**config.mk**
```make
export PLATFORM = sky130hd
export DESIGN_NAME = sw_hw_pio_rx_flat
export DESIGN_NICKNAME = d
export VERILOG_FILES = /design/src/rtl/sw_hw_pio_rx_if.sv /design/src/rtl/sw_hw_pio_rx.sv /design/src/flat_wrapper.sv
export SDC_FILE = /design/constraint.sdc
export NUM_CORES = 1
export LEC_CHECK = 0
export CORE_AREA = 2 2 158 160
export CTS_CLUSTER_DIAMETER = 40
export DETAILED_ROUTE_END_ITERATION = 10
export DIE_AREA = 0 0 160 162
export GPL_TIMING_DRIVEN = 0
export PLACE_DENSITY = 0.76
export SETUP_SLACK_MARGIN = 0.5
export SYNTH_ARGS = -nofsm -noshare
export SYNTH_HDL_FRONTEND = slang
export SYNTH_SLANG_ARGS = --single-unit
```
**constraint.sdc**
```tcl
create_clock -name clk_50 -period 2.7 [get_ports clk_50]
set_input_delay 0.27 -clock clk_50 [delete_from_list [all_inputs] [get_ports clk_50]]
set_output_delay 0.27 -clock clk_50 [all_outputs]
set_load 0.02 [all_outputs]
```
**src/rtl/sw_hw_pio_rx_if.sv**
```systemverilog
// Signal bundle between the PIO receiver and its neighbours: the software PIO
// handshake pins, the outgoing word stream, and status/debug observables.
interface sw_hw_pio_rx_if #(
  parameter int DATA_W     = 16,
  parameter int FIFO_DEPTH = 16,
  parameter int CNT_W      = 16
);
  localparam int LVL_W = $clog2(FIFO_DEPTH) + 1;

  logic [DATA_W-1:0] to_hw_port;
  logic [1:0]        to_hw_sig;
  logic [1:0]        to_sw_sig;
  // Stream handshake: a word moves on a rising edge where out_valid and
  // out_ready are both high; out_data is stable while out_valid waits.
  logic [DATA_W-1:0] out_data;
  logic              out_valid;
  logic              out_ready;
  logic [LVL_W-1:0]  fifo_level;
  logic [CNT_W-1:0]  word_count;
  logic [CNT_W-1:0]  last_count;
  logic              xfer_done;
  logic              proto_err;
  logic              fsm_state;

  modport slave (
    input  to_hw_port, to_hw_sig, out_ready,
    output to_sw_sig, out_data, out_valid, fifo_level, word_count,
           last_count, xfer_done, proto_err, fsm_state
  );

  modport master (
    output to_hw_port, to_hw_sig, out_ready,
    input  to_sw_sig, out_data, out_valid, fifo_level, word_count,
           last_count, xfer_done, proto_err, fsm_state
  );
endinterface

```
**src/rtl/sw_hw_pio_rx.sv**
```systemverilog
// Hardware end of the software-to-hardware PIO channel: four-phase handshake
// with software, FIFO buffering, and a show-ahead valid/ready word stream.
module sw_hw_pio_rx #(
  parameter int DATA_W     = 16,
  parameter int FIFO_DEPTH = 16,
  parameter int CNT_W      = 16
) (
  input  logic             clk_50,
  input  logic             reset_reset_n,
  sw_hw_pio_rx_if.slave    bus
);
  localparam int PTR_W = $clog2(FIFO_DEPTH);
  localparam int LVL_W = PTR_W + 1;

  typedef enum logic {IDLE = 1'b0, ACK = 1'b1} state_e;

  state_e            state_q;
  logic [1:0]        sig_q;
  logic [1:0]        ack_code_q;
  logic [DATA_W-1:0] port_q;
  logic [DATA_W-1:0] mem_q [FIFO_DEPTH];
  logic [PTR_W-1:0]  wr_ptr_q;
  logic [PTR_W-1:0]  rd_ptr_q;
  logic [LVL_W-1:0]  level_q;
  logic [LVL_W-1:0]  level_d;
  logic              full_q;
  logic              valid_q;
  logic              ack_q;
  logic              xfer_done_q;
  logic              proto_err_q;
  logic [CNT_W-1:0]  word_count_q;
  logic [CNT_W-1:0]  last_count_q;

  logic full;
  logic rd_en;
  logic wr_en;
  logic end_en;
  logic abort_en;

  // Write eligibility looks at the pre-read level, so a full FIFO never
  // accepts a word in the same cycle that a word leaves.
  assign full     = (level_q == LVL_W'(FIFO_DEPTH));
  assign rd_en    = valid_q & bus.out_ready;
  assign wr_en    = (state_q == IDLE) && (sig_q == 2'b01) && !full;
  assign end_en   = (state_q == IDLE) && (sig_q == 2'b10) && (level_q == '0);
  assign abort_en = (state_q == IDLE) && (sig_q == 2'b11);

  always_comb begin
    level_d = level_q;
    if (abort_en) level_d = '0;
    else          level_d = level_q + LVL_W'(wr_en) - LVL_W'(rd_en);
  end

  always_ff @(posedge clk_50) begin
    if (!reset_reset_n) begin
      state_q      <= IDLE;
      sig_q        <= 2'b00;
      ack_code_q   <= 2'b00;
      port_q       <= '0;
      wr_ptr_q     <= '0;
      rd_ptr_q     <= '0;
      level_q      <= '0;
      full_q       <= 1'b0;
      valid_q      <= 1'b0;
      ack_q        <= 1'b0;
      xfer_done_q  <= 1'b0;
      proto_err_q  <= 1'b0;
      word_count_q <= '0;
      last_count_q <= '0;
    end else begin
      sig_q       <= bus.to_hw_sig;
      port_q      <= bus.to_hw_port;
      level_q     <= level_d;
      valid_q     <= (level_d != '0);
      full_q      <= (level_d == LVL_W'(FIFO_DEPTH));
      xfer_done_q <= 1'b0;
      // A read in the abort cycle still completes; the flush then zeroes both pointers.
      if (abort_en) begin
        wr_ptr_q <= '0;
        rd_ptr_q <= '0;
      end else begin
        wr_ptr_q <= wr_ptr_q + PTR_W'(wr_en);
        rd_ptr_q <= rd_ptr_q + PTR_W'(rd_en);
      end
      case (state_q)
        IDLE: begin
          if (wr_en) begin
            word_count_q <= word_count_q + 1'b1;
            ack_code_q   <= 2'b01;
            state_q      <= ACK;
            ack_q        <= 1'b1;
          end else if (end_en) begin
            last_count_q <= word_count_q;
            word_count_q <= '0;
            xfer_done_q  <= 1'b1;
            ack_code_q   <= 2'b10;
            state_q      <= ACK;
            ack_q        <= 1'b1;
          end else if (abort_en) begin
            word_count_q <= '0;
            ack_code_q   <= 2'b11;
            state_q      <= ACK;
            ack_q        <= 1'b1;
          end
        end
        ACK: begin
          if (sig_q == 2'b00) begin
            state_q <= IDLE;
            ack_q   <= 1'b0;
          end else if (sig_q != ack_code_q) begin
            proto_err_q <= 1'b1;
          end
        end
        default: state_q <= IDLE;
      endcase
    end
  end

  // Storage carries no reset; contents are meaningless until written.
  always_ff @(posedge clk_50) begin
    if (reset_reset_n && wr_en) mem_q[wr_ptr_q] <= port_q;
  end

  assign bus.to_sw_sig  = {full_q, ack_q};
  assign bus.out_data   = mem_q[rd_ptr_q];
  assign bus.out_valid  = valid_q;
  assign bus.fifo_level = level_q;
  assign bus.word_count = word_count_q;
  assign bus.last_count = last_count_q;
  assign bus.xfer_done  = xfer_done_q;
  assign bus.proto_err  = proto_err_q;
  assign bus.fsm_state  = state_q;
endmodule

```
**src/flat_wrapper.sv**
```systemverilog
// flat-port wrapper written by rule: the top's interface ports become plain ports
module sw_hw_pio_rx_flat 
#(
  parameter int DATA_W     = 16,
  parameter int FIFO_DEPTH = 16,
  parameter int CNT_W      = 16
)
  (clk_50, reset_reset_n, bus_to_hw_port, bus_to_hw_sig, bus_out_ready, bus_to_sw_sig, bus_out_data, bus_out_valid, bus_fifo_level, bus_word_count, bus_last_count, bus_xfer_done, bus_proto_err, bus_fsm_state);
  sw_hw_pio_rx_if #(.DATA_W(DATA_W), .FIFO_DEPTH(FIFO_DEPTH), .CNT_W(CNT_W)) bus_i ();
  input  logic clk_50;
  input  logic reset_reset_n;
  input wire logic [$bits(bus_i.to_hw_port)-1:0] bus_to_hw_port;
  input wire logic [$bits(bus_i.to_hw_sig)-1:0] bus_to_hw_sig;
  input wire logic [$bits(bus_i.out_ready)-1:0] bus_out_ready;
  output wire logic [$bits(bus_i.to_sw_sig)-1:0] bus_to_sw_sig;
  output wire logic [$bits(bus_i.out_data)-1:0] bus_out_data;
  output wire logic [$bits(bus_i.out_valid)-1:0] bus_out_valid;
  output wire logic [$bits(bus_i.fifo_level)-1:0] bus_fifo_level;
  output wire logic [$bits(bus_i.word_count)-1:0] bus_word_count;
  output wire logic [$bits(bus_i.last_count)-1:0] bus_last_count;
  output wire logic [$bits(bus_i.xfer_done)-1:0] bus_xfer_done;
  output wire logic [$bits(bus_i.proto_err)-1:0] bus_proto_err;
  output wire logic [$bits(bus_i.fsm_state)-1:0] bus_fsm_state;
  assign bus_i.to_hw_port = bus_to_hw_port;
  assign bus_i.to_hw_sig = bus_to_hw_sig;
  assign bus_i.out_ready = bus_out_ready;
  assign bus_to_sw_sig = bus_i.to_sw_sig;
  assign bus_out_data = bus_i.out_data;
  assign bus_out_valid = bus_i.out_valid;
  assign bus_fifo_level = bus_i.fifo_level;
  assign bus_word_count = bus_i.word_count;
  assign bus_last_count = bus_i.last_count;
  assign bus_xfer_done = bus_i.xfer_done;
  assign bus_proto_err = bus_i.proto_err;
  assign bus_fsm_state = bus_i.fsm_state;
  sw_hw_pio_rx #(.DATA_W(DATA_W), .FIFO_DEPTH(FIFO_DEPTH), .CNT_W(CNT_W)) u_core (.clk_50(clk_50), .reset_reset_n(reset_reset_n), .bus(bus_i));
endmodule
```
# Word-level counts from Yosys, hierarchy flattened
# Memory sizes are Yosys's and may differ from the RTL's. A register that Yosys moved wholly into a read port is not among the register bits.
# Index checks and enable logic that the tools add are counted.
[word_totals] n_memories=1 input_bits=21 register_bits=71 mem_bits_rw=256 elab_cells=71 output_inout_bits=59
[memory_table] name="u_core.mem_q" depth=16 word_bits=16 read_ports=1 rd_ports_with_merged_regs=1 wr=1 line="sw_hw_pio_rx.sv:21" rtl="logic [DATA_W-1:0] mem_q [FIFO_DEPTH];"
[op_classes] add_sub_neg=5 n_reduce_logical=17 n_eq_ne=8 muxes=21 bitwise=5
[ops] operator="$mux 16" n=3
[ops] operator="$add 16x1->16 const B" n=1
[ops] operator="$mux 1" n=11
[ops] operator="$eq 5x5->1 const B" n=2
[ops] operator="$add 4x1->4" n=2
[ops] operator="$logic_and 1x1->1" n=6
[ops] operator="$mux 2" n=3
[ops] operator="$reduce_and 3->1" n=2
[ops] operator="$add 5x1->5" n=1
[ops] operator="$logic_not 5->1" n=1
[ops] operator="$mux 5" n=1
[ops] operator="$reduce_bool 5->1" n=1
[ops] operator="$sub 5x1->5" n=1
[ops] operator="$eq 2x2->1 const B" n=2
[ops] operator="$mux 4" n=1
[ops] operator="$ne 4x1->1 const B" n=1
[ops] operator="$not 1->1" n=4
[ops] operator="$pmux 1 s2" n=2
[ops] operator="$reduce_and 2->1" n=2
[ops] operator="$reduce_bool 3->1" n=1
[ops] operator="$reduce_or 3->1" n=1
[ops] operator="$eq 2x1->1 const B" n=1
[ops] operator="$logic_not 2->1" n=1
[ops] operator="$ne 2x2->1" n=1
[ops] operator="other kinds (4)" n=4

# Longest topological paths before layout
[logic_depth] depth_word=7 depth_mapped=11 ltp_nobuf=11

# Worst setup path before layout
# No wires, ideal clock.
[synth_path] path_type="reg2reg" startpoint="register u_core.level_q[2] (netlist: u_core.bus.fifo_level[2])" endpoint="memory u_core.mem_q[6][0], enable pin" path_stages_with_launch=8 setup_ps=409 path_slack_ps=-325 required_ps=2291 arrival_ps=2615 path_buffers=1 synth_period_minus_slack_ps=3025 path_cell_list="dfxtp_1 inv_1 ha_1 and4bb_4 nor2_1 buf_2 nand3_1 nor3_1"
[synth_between] elab_chain_len=6
[synth_lines] item="start, declared" line="sw_hw_pio_rx.sv:24" rtl="logic [LVL_W-1:0] level_q;"
[synth_lines] item="start signal, assigned" line="sw_hw_pio_rx.sv:73" rtl="level_q <= level_d;"
[synth_lines] item="$eq 5x5->1" line="sw_hw_pio_rx.sv:42" rtl="assign full = (level_q == LVL_W'(FIFO_DEPTH));"
[synth_lines] item="$logic_not 1->1" line="sw_hw_pio_rx.sv:44" rtl="assign wr_en = (state_q == IDLE) && (sig_q == 2'b01) && !full;"
[synth_lines] item="$logic_and 1x1->1" line="sw_hw_pio_rx.sv:44"
[synth_lines] item="$logic_and 1x1->1" line="sw_hw_pio_rx.sv:121" rtl="if (reset_reset_n && wr_en) mem_q[wr_ptr_q] <= port_q;"
[synth_lines] item="$mux 1" line="sw_hw_pio_rx.sv:121"
[synth_lines] item="$mux 1 (not written as such)" line="sw_hw_pio_rx.sv:121"
[synth_lines] item="end, declared" line="sw_hw_pio_rx.sv:21"
# Every way passes these cells.

==> key figures <==
Status
  • Status: complete, no violations

Yosys
  • Compound-cell area share of the yosys netlist: under 10%
  • Largest family of logic cells by synthesized area: multiplexers
  • Cell accounting for the most synthesized area: edfxtp_1
  • #FFs+latches synth: roughly 330
  • XOR/XNOR Fraction of Synth Area: less than 1%
  • Distinct cells, synth: 58
  • Post-synthesis async set-or-reset flop share: 0%
  • Adder-cell share of the synthesized area: under 10%
  • Mapped Cells: a little over 700
  • Yosys warning count: 0
  • Post-synthesis simple-gate area fraction: ~6.7%
  • Mean Syn Cell Area: around 18 sq um
  • Mux cell area share after synthesis: 12.8%
  • Post-synth EDFFs: ~260
  • Top area cells in the synthesized netlist: edfxtp_1, mux4_2, dfxtp_1
  • Sequential area share after synthesis: a little over 70%
  • Synth Flop Type: edfxtp_1
  • Post-synth top area share: 60.8%
  • Net count after synthesis: 748
  • Mapped cell area: between 10000 and 15000 sq um

GRT
  • Grt peak-use layer: met2
  • Vias in the first global route: 7858
  • M3 GR Usage: ~4.7%
  • Met1 GRT Util: 33.4%
  • Pin count of the biggest net entering global routing: 17
  • Initial antenna violation count: 0
  • Overflow after GRT: 0
  • Met2 usage: a little over two fifths
  • GRT Overall Usage: about a quarter
  • First-pass GRT wire length: between 40000 and 50000 um

STA
  • Final setup vio count: 0
  • Tmin final: between 2 and 3 ns
  • Crit share post-route: 95.3%
  • Setup ws final: roughly 0.13 ns
  • Clock skew: 0.0455 ns
  • Max Slew Vio Count: 0
  • Final TNS setup: 0 ns
  • Relative slew slack: 45.6%
  • Unrepaired setup endpoints after global routing: true
  • WHS: 0.309 ns
  • Slew @ Worst Pin: 0.808 ns
  • Final count of hold timing violations: 0
  • Max frequency: between 300 and 400 MHz

Final layout
  • Filler cells: approximately 1500
  • Commonest cells after routing, fill and taps aside: edfxtp_1, dfxtp_1, mux4_2
  • ANT cells: 0
  • Layout Utilization: a little over two thirds
  • Post-layout net count: 935
  • Area Growth Syn to Fin: 33.4%
  • Commonest non-fill, non-tap cell in the layout: edfxtp_1
  • Non-Filler Instances: approximately 1300
  • Fin area: approximately 17000 sq um
  • Layout cells sized above 1: 34.5%

Detailed routing
  • DR vias/cell: around 6
  • Final ANT Viol Nets: 0
  • Detailed Routing Iterations Pass 1: 5
  • Vias: 7732
  • Drt initial violations: 737
  • DRT Wirelength: about 34000 um
  • Drt drc: 0
  • Routed length per instance: 26.9 um

Floorplan
  • DIE AREA: about 26000 sq um
  • Core area: between 20000 and 25000 sq um
  • # rows: 57
  • Die Wd: 160 um
  • Die height: roughly 160 um
  • Starting Density: between 50% and 60%
  • Top-Level Pins: 80

Worst setup path
  • Worst path required time: about 2.4 ns
  • Setup crit end kind: output pin
  • Crit Path Category: reg -> out
  • WP data arrival: ~2.3 ns
  • Crit path max fanout: 5
  • Startpoint Class: flop

Power and ir drop
  • Final total power: approximately 14 mW
  • Power per cell area: just over 800 nW/um^2
  • Max VDD drop: approximately 0.00046 V
  • Leak: ~5.8 nW

Placed design
  • Place WS: -0.587 ns
  • Placed cells: about 1100
  • HPWL Detailed: around 16000 um
  • Area post-placement: roughly 14000 sq um
  • # port buffers: between 70 and 80
  • GP Congestion: slightly below 0.8

Clock network
  • CTS sink cnt: between 300 and 400
  • CTS tree: done
  • Clock slew at reported path FFs: roughly 0.08 ns
  • Root Buffer: clkbuf_16
  • Worst-Skew Late Latency: between 0.5 and 0.6 ns
  • CTS max path bufs: 3
  • Total number of H-tree levels: 2
  • Cts bufs inserted: 40

Worst hold path
  • Worst hold path type: in -> reg

Flow run
  • Max Cap Viol: 0
cell families after synthesis:
| family | Yosys count |
|---|---|
| buffers and inverters | 50 |
| XOR/XNOR | 8 |
| AO/OA/AOI/OAI | 83 |
| multiplexers | 82 |
| adder cells (fa/ha/maj) | 12 |
| flip-flops | 327 |
| AND/OR/NAND/NOR | 153 |
state kept, by name, indices dropped and copies added, names as in the netlist:
name,count
u_core.bus.last_count,16
u_core.bus.proto_err,1
u_core.full_q,1
u_core.bus.fsm_state,1
u_core.bus.fifo_level,5
u_core.port_q,16
u_core.mem_q,256
u_core.bus.word_count,16
u_core.wr_ptr_q,4
u_core.rd_ptr_q,4
u_core.bus.out_valid,1
u_core.ack_q,1
u_core.bus.xfer_done,1
u_core.ack_code_q,2
u_core.sig_q,2
timing repair:
action,4_1_cts,5_1_grt
pin swaps,50,13
resized for setup,192,20
hold buffers,0,0
gates cloned,9,1
setup buffers,45,11
endpoints found under the setup margin,278,182
cell type report:
class / count / area [sq um] / area share, %
flip-flops and latches: 327 / 9120 / 54.1
inverters: 15 / 61.3 / 0.364
plain buffers: 35 / 359 / 2.13
well taps: 324 / 405 / 2.40
repair buffers: 145 / 1840 / 10.9
clock inverters: 26 / 343 / 2.03
multi-input cells: 338 / 3650 / 21.7
clock buffers: 48 / 1070 / 6.36
cell usage after synthesis (all sizes together) (3+ instances only):
library cell and count:
edfxtp 256, dfxtp 71, mux4 64, nor2 44
a22oi 32, nand2 26, and2 25, buf 20
mux2i 18, clkbuf 15, inv 15, a21oi 14
ha 11, nor3 11, nand3 9, o21ai 9
nor4 6, nand2b 5, nor2b 5, xnor2 5
o211ai 4, a211o 3, a21boi 3, a21o 3
and3 3, nand4 3, o211a 3, o21a 3
or3 3, or4 3, xor2 3
worst paths after layout:
check | from | to | slack (ns) | cells after the start
worst max-delay path | u_core.rd_ptr_q[0] | bus_out_data[2] | 0.13 | 7
worst max register to register | u_core.bus.fifo_level[3] | u_core.full_q | 0.29 | 10
worst min register to register | u_core.bus.proto_err | u_core.bus.proto_err | 0.45 | 2
worst min-delay path | bus_to_hw_sig[1] | u_core.sig_q[1] | 0.31 | 2
where the power goes:
part / switching, mW / internal (mW)
clock network: 2.19 / 3.47
registers: 0.155 / 5.53
logic: 1.14 / 1.28
metal layers:
| layer | part of all wire [%] | vias up |
|---|---|---|
| li1 | - | 3229 |
| met1 | 36 | 3930 |
| met2 | 51 | 472 |
| met3 | 8.1 | 101 |
| met4 | 4.1 | 0 |
| met5 | 0 | - |
worst max-delay path: stages (launching register included):
cell     delay (ns)
dfxtp_4        0.39
buf_12         0.12
buf_16         0.13
buf_6          0.14
mux4_2         0.55
a22oi_2        0.20
nand2_1        0.08
buf_2          0.16
Note: power is estimated with default switching activity, not from simulation.
